[config.mk]
export PLATFORM = sky130hd
export DESIGN_NAME = inst_fetch
export DESIGN_NICKNAME = d
export VERILOG_FILES = /design/src/rtl/inst_fetch.sv
export SDC_FILE = /design/constraint.sdc
export NUM_CORES = 1
export LEC_CHECK = 0
export ABC_AREA = 1
export BUFFER_PORTS_ARGS = -buffer_cell sky130_fd_sc_hd__buf_2
export CAP_MARGIN = 20
export CORE_MARGIN = 5
export CORE_UTILIZATION = 56
export DETAILED_ROUTE_END_ITERATION = 8
export PLACE_DENSITY = 0.94
export SYNTH_ARGS = -nofsm -noshare
export SYNTH_HDL_FRONTEND = slang
export SYNTH_SLANG_ARGS = --single-unit
[constraint.sdc]
create_clock -name clk -period 3.9 [get_ports clk]
set_clock_uncertainty 0.15 [all_clocks]
set_input_delay 0.39 -clock clk [delete_from_list [all_inputs] [get_ports clk]]
set_output_delay 0.39 -clock clk [all_outputs]
set_load 0.02 [all_outputs]
[src/rtl/inst_fetch.sv]
// Instruction fetch unit: drives the PC to a combinational imem and registers the
// returned word behind a valid/ready handshake, with redirect, halt-on-EBREAK and a fetch counter.
module inst_fetch #(
  parameter logic [31:0] RESET_PC   = 32'h0000_0000,
  parameter logic [31:0] HALT_INSTR = 32'h0010_0073,
  parameter logic [31:0] NOP_INSTR  = 32'h0000_0013
) (
  input  logic        clk,
  input  logic        rst_n,
  input  logic        fetch_en,
  output logic [31:0] imem_addr,
  input  logic [31:0] imem_instr,
  input  logic        redirect_valid,
  input  logic [31:0] redirect_pc,
  output logic        out_valid,
  input  logic        out_ready,
  output logic [31:0] out_pc,
  output logic [31:0] out_instr,
  output logic        out_misalign,
  output logic        halted,
  output logic [31:0] fetch_count
);

  typedef enum logic [1:0] {StIdle, StRun, StHalt} state_e;

  state_e      state_q, state_d;
  logic [31:0] pc_q, pc_d;
  logic        out_valid_q, out_valid_d;
  logic [31:0] out_pc_q, out_pc_d;
  logic [31:0] out_instr_q, out_instr_d;
  logic        out_misalign_q, out_misalign_d;
  logic        misalign_pend_q, misalign_pend_d;
  logic [31:0] fetch_count_q, fetch_count_d;
  logic        cap;
  logic        is_halt;
  logic        accept;

  assign cap     = (state_q == StRun) & fetch_en & ~redirect_valid & (~out_valid_q | out_ready);
  assign is_halt = (imem_instr == HALT_INSTR);
  assign accept  = out_valid_q & out_ready;

  always_comb begin
    state_d         = state_q;
    pc_d            = pc_q;
    out_valid_d     = out_valid_q;
    out_pc_d        = out_pc_q;
    out_instr_d     = out_instr_q;
    out_misalign_d  = out_misalign_q;
    misalign_pend_d = misalign_pend_q;
    // A handshake completing alongside a redirect still counts.
    fetch_count_d   = fetch_count_q + {31'd0, accept};

    if (redirect_valid) begin
      pc_d            = {redirect_pc[31:2], 2'b00};
      misalign_pend_d = |redirect_pc[1:0];
      out_valid_d     = 1'b0;
      out_instr_d     = NOP_INSTR;
      state_d         = fetch_en ? StRun : StIdle;
    end else begin
      if (cap) begin
        out_valid_d     = 1'b1;
        out_pc_d        = pc_q;
        out_instr_d     = imem_instr;
        out_misalign_d  = misalign_pend_q;
        misalign_pend_d = 1'b0;
        pc_d            = is_halt ? pc_q : pc_q + 32'd4;
      end else if (accept) begin
        out_valid_d = 1'b0;
        out_instr_d = NOP_INSTR;
      end

      unique case (state_q)
        StIdle: if (fetch_en) state_d = StRun;
        StRun: begin
          if (!fetch_en)          state_d = StIdle;
          else if (cap && is_halt) state_d = StHalt;
        end
        StHalt:  state_d = StHalt;
        default: state_d = StIdle;
      endcase
    end
  end

  always_ff @(posedge clk or negedge rst_n) begin
    if (!rst_n) begin
      state_q         <= StIdle;
      pc_q            <= {RESET_PC[31:2], 2'b00};
      out_valid_q     <= 1'b0;
      out_pc_q        <= 32'd0;
      out_instr_q     <= NOP_INSTR;
      out_misalign_q  <= 1'b0;
      misalign_pend_q <= 1'b0;
      fetch_count_q   <= 32'd0;
    end else begin
      state_q         <= state_d;
      pc_q            <= pc_d;
      out_valid_q     <= out_valid_d;
      out_pc_q        <= out_pc_d;
      out_instr_q     <= out_instr_d;
      out_misalign_q  <= out_misalign_d;
      misalign_pend_q <= misalign_pend_d;
      fetch_count_q   <= fetch_count_d;
    end
  end

  // pc_q is kept word-aligned, so it maps straight onto the imem address.
  assign imem_addr    = pc_q;
  assign out_valid    = out_valid_q;
  assign out_pc       = out_pc_q;
  assign out_instr    = out_instr_q;
  assign out_misalign = out_misalign_q;
  assign halted       = (state_q == StHalt);
  assign fetch_count  = fetch_count_q;

endmodule

==> reports/metrics.cfg, run 1 <==
[outcome]
outcome=completed

[cells_and_area]
final_util_pct=71.57
final_nets=1120
fillers=864
drive_gt1_share_pct=23.28
area_growth_pct=24.74
antenna_cells=0
final_area_um2=8207
register_area_um2=3232
multi_input_area_um2=2854

[route]
wl_um=18890
drtIter0Drc=670
drc_errors=0
ant_nets=0
dr.pass1.iters=6
vias=6457
viasPerCell=5.363
detail_route.wl_per_cell_um=15.69

[power]
power_switching_mw=1.339
p_clk_share_pct=37.2
internal-power_mw=2.826
leakagePower_nw=4.410
vdd_drop_max_mv=0.4864
seqPwrFrac_pct=40.8
swShare_pct=32.15
p_per_area_nw_per_um2=507.5
pwr-share-comb_pct=22.1

[critical_path]
worst-r2r-setup-slack_ps=1410
worstPathRequired_ps=4050
cp_top_family=compound AO/OA/AOI/OAI gates
critPathSlowestCell=o21ai_4
worstSetupPathType=flop to flop
r2r_end=imem_addr[29]
worst-path-buf-inv=3
cp-end-kind=flop
ff2ff_path_depth=7
reg2reg_from=out_valid
critPathMaxFanout=45
max_stage_delay_ps=820
start_kind=flop
crit_arrival_ps=2630
path_cells=inv_1, o21ai_4, inv_6, nand2_4, clkinv_1, nand2_1, nand3_1

[synth]
synth.avg_cell_area_um2=7.704
yosysUniqueCellTypes=36
ys_ff_latch=129
synthesis.instances=854
netlist_area_um2=6579
synth_enable_flop_cells=0
yosysWarnings=0
yosysSeqAreaShare_pct=49.13
synthFlopType=dfrtp_1
synthArstFlopShare_pct=100.0

[min_path]
min_from=redirect_pc[5]
hold_path_depth=3
hp-class=primary input to flop
hold_path_end=imem_addr[5]

[run]
drv_cap=0

[floorplan]
coreArea_um2=11470
die_x_um=118.4
die_y_um=118.4
row_count=39
die_area_um2=14020
start_util_pct=57.37
io_pins=200

[global_route]
antenna_found_initial=0
grt.total_usage_pct=26.98
overflow=0
grt_pass1_vias=6090
grt_pass1_wl_um=30740
grt_max_degree=71

[clock_network]
htreeDepth=4
cts_buffer_depth=2
cts_resized=0
cts_tree=built
path_clk_slew_ps=50
cts_made_buffers=17
cts.sinks=129
clock-root-buffer=clkbuf_16
clk-insertion-delay-late_ps=420

[timing]
finalCritPeriodShare_pct=63.78
setup_viol=0
grt_setup_unrepaired=no
period_needed_ps=2487
worst_pin_slew_ps=1027
slew_headroom_pct=31.26
fmax_mhz=402.0
setup_tns_ps=0
slew_viol_final=0
hold_viol=0
setup_slack_ps=1413

[placement]
pre_cts_slack_ps=1349
dpl.hpwl_um=13720
dpl_cell_area_um2=7617
port_buffers=195
gp_congestion=0.9815

## Yosys cell counts (2+ instances only)
library cell  number  area share, %
nor2_1            86            4.9
ha_1               3           0.57
buf_4              5           0.57
xor2_1            24            3.2
clkbuf_1           7           0.40
or2_2              7           0.67
and2_1             2           0.19
buf_2             11           0.84
o21ai_0           70            5.3
xnor2_1           11            1.5
dfstp_2            3            1.2
nor2_2             4           0.38
nand4_1           10           0.95
dfrtp_1          126             48
o21ai_1            3           0.23
nor3_1            16            1.2
inv_1             84            4.8
nand3_1           76            5.8
nand2_1          282             16
buf_6              5           0.86
a31oi_1            2           0.19
a22o_1             3           0.40
## cell usage in the layout, fill, tap and decap left out, drive strengths merged
cell type | netlist | routed
conb | 1 | 4
nor3b | 1 | 1
xor2 | 24 | 24
nand2 | 284 | 284
nor3 | 17 | 17
o21ai | 74 | 74
bufinv | 0 | 2
ha | 3 | 3
nand3 | 76 | 76
nand4 | 10 | 10
a21o | 1 | 1
and2 | 2 | 2
clkbuf | 7 | 26
a31oi | 2 | 2
inv | 86 | 86
buf | 21 | 199
nor2 | 90 | 90
xnor2 | 11 | 11
or2 | 8 | 8
clkinv | 1 | 5
a21oi | 1 | 1
nor4 | 1 | 1
a22o | 3 | 3
nand2b | 1 | 1
dfstp | 3 | 3
dfrtp | 126 | 126
dlygate4sd3 | 0 | 1
## per-layer routing
metal	GRT usage [%]	up-vias	wire, um
li1	-	3088	-
met1	34.63	2935	7415
met2	44.09	387	9137
met3	7.402	47	1814
met4	9.780	0	527
met5	0	-	0
## registers in the layout, summed over array words and instances (netlist names)
register / cells
fetch_count: 32
imem_addr: 30
state_q: 2
out_misalign: 1
out_valid: 1
out_instr: 32
out_pc: 30
misalign_pend_q: 1
## logic make-up (layout without fill, tap and decap cells)
group | after synthesis | after routing | share of synthesized area, %
xor+xnor | 35 | 35 | 4.660
flops | 129 | 129 | 49.13
buf+inv | 115 | 319 | 7.702
other cells | 1 | 4 | 0.05700
fa+ha+maj | 3 | 3 | 0.5706
simple gates | 490 | 490 | 31.30
compound gates | 81 | 81 | 6.581
## worst register-to-register path: stages (launching register included)
cell,delay [ps]
dfrtp_1,360
inv_1,100
o21ai_4,820
inv_6,120
nand2_4,310
clkinv_1,300
nand2_1,130
nand3_1,80
## power by group through the flow
| stage | Combinational (mW) | Clock [mW] | Sequential [mW] |
|---|---|---|---|
| 6_report | 0.918 | 1.55 | 1.70 |
| 2_1_floorplan | 0.319 | 0 | 1.93 |
| 4_1_cts | 0.927 | 1.57 | 1.69 |
| 3_3_place_gp | 0.899 | 0 | 1.70 |
| 5_1_grt | 1.01 | 1.64 | 1.72 |
| 3_5_place_dp | 0.919 | 0 | 1.71 |
## cell type report
type                    instances  area share (%)
clock buffers                  26           6.083
clock inverters                 6          0.9758
inverters                      87           4.040
multi-input cells             613           34.78
flip-flops and latches        129           39.38
well taps                     143           2.180
repair buffers                200           12.56
## metrics by stage
step           power [mW]  hold WS (ps)  instances
2_1_floorplan       2.245        -55.59        857
3_3_place_gp        2.600         306.3       1171
3_5_place_dp        2.630         311.6       1171
4_1_cts             4.185         25.22       1204
5_1_grt             4.366         40.76       1204
6_report            4.165         35.46       1204
## repair_timing
action	CTS	global route
hold buffers	1	0
setup buffers	0	0
hold endpoints to repair	56	0
## worst max path at each step
stage | startpoint | to | cells after the start
final | out_valid | imem_addr[29] | 7
after global routing | out_valid | imem_addr[29] | 7
after CTS | out_valid | imem_addr[29] | 7
after detailed placement | redirect_valid | imem_addr[29] | 8
after global placement | redirect_valid | imem_addr[31] | 8
after floorplan | out_valid | fetch_count[26] | 12
Power figures use the tool's default switching activity.
==> run 2, diff against run 1 <==
- ABC_AREA: 1 -> 0
- CORE_UTILIZATION: 56 -> 46
- PLACE_DENSITY: 0.94 -> 0.85
- clock period: 3.9 -> 2.2 ns (I/O delays scaled with it)
==> run 2 against run 1 <==
Effect of this change:
- global-route usage fell by 1.3 points
- total power up 68%
- sequential power increased by 65%
- largest cell class unchanged
- final area grew 5.8%
- clock-buffer cell count unchanged
- first-iteration DRC count shrank 31%
- area after synthesis is 11% lower
==> reports/metrics.cfg, run 2 <==
[timing]
setup_viol=0  ; unchanged
slew_headroom_pct=62.97  ; +32 points
period_needed_ps=2170
fmax_mhz=460.7
grt_setup_unrepaired=yes
slew_viol_final=0  ; unchanged
fin_hold_ws_ps=38.04  ; +2.584 ps
hold_viol=0  ; unchanged
finalCritPeriodShare_pct=98.65
setup_slack_ps=29.60  ; -1383 ps
setup_tns_ps=0  ; unchanged
worst_pin_slew_ps=555.5  ; -471.7 ps

[power]
vdd_drop_max_mv=0.5005  ; +2.9%
leakagePower_nw=4.338  ; -1.6%
p_per_area_nw_per_um2=807.5  ; +59%

[cells_and_area]
final_nets=917  ; -18%
final_cell_mix=buf_2, nand2_1, dfrtp_1, dlygate4sd3_1, buf_4
final_cells=1034  ; -14%
final_common_cell=buf_2
fillers=863  ; -0.12%
drive_gt1_share_pct=36.71  ; +13 points
area_growth_pct=47.82

[synth]
synthTopCellsByArea=dfrtp_1, nand2_1, a22o_1
synth.avg_cell_area_um2=10.66  ; +38%
synth_largest_area_cell=dfrtp_1
synth_enable_flop_cells=0  ; unchanged
netlist.area_leader.share_pct=53.70  ; +5.8 points
synthTopCellsByCount=dfrtp_1, nand2_1, a22o_1
yosysMostFrequentCell=dfrtp_1
synthesis.instances=551  ; -35%
synthArstFlopShare_pct=100.0  ; unchanged
yosysUniqueCellTypes=66  ; +83%
ys_ff_latch=129  ; unchanged
synthFlopType=dfrtp_1
yosysWarnings=0  ; unchanged
yosysSeqAreaShare_pct=55.04  ; +5.9 points
netlist_area_um2=5872  ; -11%

[critical_path]
crit_start=fetch_en
r2r_end=imem_addr[25]
worst-r2r-setup-slack_ps=50  ; -1360 ps
worstSetupEndpoint=imem_addr[25]
worstSetupPathType=primary input to flop
reg2reg_from=state_q[1]
start_kind=primary input
critPathMaxFanout=34  ; -24%
ff2ff_path_depth=7  ; unchanged
crit_arrival_ps=2340  ; -290 ps
cp-end-kind=flop
worstPathRequired_ps=2370  ; -1680 ps

[route]
wl_um=19310  ; +2.2%
viasPerCell=5.551  ; +3.5%
detail_route.wl_per_cell_um=18.68  ; +19%
drtIter0Drc=460  ; -31%
ant_nets=0  ; unchanged
drc_errors=0  ; unchanged
dr.pass1.iters=6  ; unchanged
vias=5740  ; -11%

[run]
drv_cap=0  ; unchanged

[global_route]
grt_pass1_vias=5877  ; -3.5%
grt_max_degree=59  ; -17%
overflow=0  ; unchanged
grt.total_usage_pct=25.67  ; -1.3 points
antenna_found_initial=1  ; +1
grt_pass1_wl_um=30390  ; -1.1%

[clock_network]
clk-insertion-delay-late_ps=410  ; about the same
cts_buffer_depth=2  ; unchanged
path_clk_slew_ps=60  ; about the same
cts_tree=built
cts_made_buffers=17  ; unchanged
cts.sinks=129  ; unchanged
htreeDepth=4  ; unchanged
clock-root-buffer=clkbuf_16

[floorplan]
die_area_um2=15120  ; +7.9%
row_count=41  ; +5.1%
io_pins=200  ; unchanged
coreArea_um2=12570  ; +9.6%
die_x_um=123.0  ; +3.9%
die_y_um=123.0  ; +3.9%
start_util_pct=46.72  ; -11 points

[placement]
place_inst=931  ; -20%
pre_cts_slack_ps=20.32  ; -1329 ps
dpl.hpwl_um=12370  ; -9.9%
port_buffers=195  ; unchanged
gp_congestion=0.8149  ; -17%

[min_path]
hp-class=primary input to flop

[outcome]
outcome=completed

==> run 2: cell types whose count changed after synthesis, sizes merged, moves of 12 or more <==
cell,previous run,this run
and3,0,12
inv,86,5
o311ai,0,16
o21ai,74,10
nand2,284,124
clkbuf,7,20
nand3,76,26
xor2,24,10
a22o,3,29
nor2,90,22
xnor2,11,26
==> run 2: logic make-up (layout without fill, tap and decap cells) <==
group                    Yosys count  in the layout  synth area share (%)
flip-flops                       129            129                 55.04
buffers and inverters             37            341                 3.218
AND/OR/NAND/NOR                  244            244                 21.76
adder cells (fa/ha/maj)            3              3                0.6393
multiplexers                       4              4                0.7458
AO/OA/AOI/OAI                     97             97                 13.17
other                              1              8               0.06386
XOR/XNOR                          36             36                 5.370
==> run 2: how the worst min path moves through the flow <==
stage | start | endpoint | slack, ps | depth (start not counted)
3_3_place_gp | rst_n | out_pc[4] | 80 | 1
5_1_grt | redirect_pc[26] | imem_addr[26] | 40 | 3
3_5_place_dp | rst_n | out_pc[4] | 80 | 1
2_1_floorplan | rst_n | fetch_count[0] | -230 | 0
4_1_cts | redirect_pc[26] | imem_addr[26] | 10 | 3
6_report | out_ready | out_valid | 40 | 3
==> run 2: worst max-delay path, stage by stage <==
cell	delay (ps)
dlygate4sd3_1	530
buf_2	140
nand3b_4	110
nor3_4	280
buf_12	240
o2111ai_1	130
buf_4	170
or3_1	320
a31oi_1	190
==> run 2: metal layers <==
layer / up-vias / track usage [%] / wire length, um
met5: - / 0 / 11
met4: 2 / 12.11 / 603
met3: 56 / 6.404 / 1447
met2: 331 / 40.86 / 9508
met1: 2768 / 33.03 / 7741
li1: 2583 / - / -
==> run 2: area by class of cell <==
type / instances / area (um^2) / area share, %
diodes: 4 / 10.01 / 0.1153
clock buffers: 26 / 509.2 / 5.867
clock inverters: 6 / 105.1 / 1.211
inverters: 6 / 36.28 / 0.4180
multi-input cells: 388 / 2559 / 29.48
flip-flops and latches: 129 / 3241 / 37.34
well taps: 172 / 215.2 / 2.479
repair buffers: 303 / 2004 / 23.09
==> run 2: repair_timing <==
item | in CTS | in global routing
setup endpoints to repair | 1 | 40
resized for setup | 0 | 27
pin swaps | 1 | 4
hold endpoints to repair | 119 | 0
hold buffers | 65 | 0
setup buffers | 1 | 1
==> run 2: through the flow <==
stage | instance area (um^2) | power (mW) | utilization, %
3_5_place_dp | 7288 | 3.963 | 57.99
3_3_place_gp | 7288 | 3.934 | 57.99
2_1_floorplan | 5894 | 3.422 | -
4_1_cts | 8561 | 6.982 | 68.11
5_1_grt | 8670 | 7.279 | 68.98
6_report | 8680 | 7.009 | 69.06
==> run 2: report_power, final <==
group / switching, mW / internal (mW)
Combinational: 0.769 / 0.493
Sequential: 0.195 / 2.61
Clock: 1.02 / 1.93
Total: 1.98 / 5.03
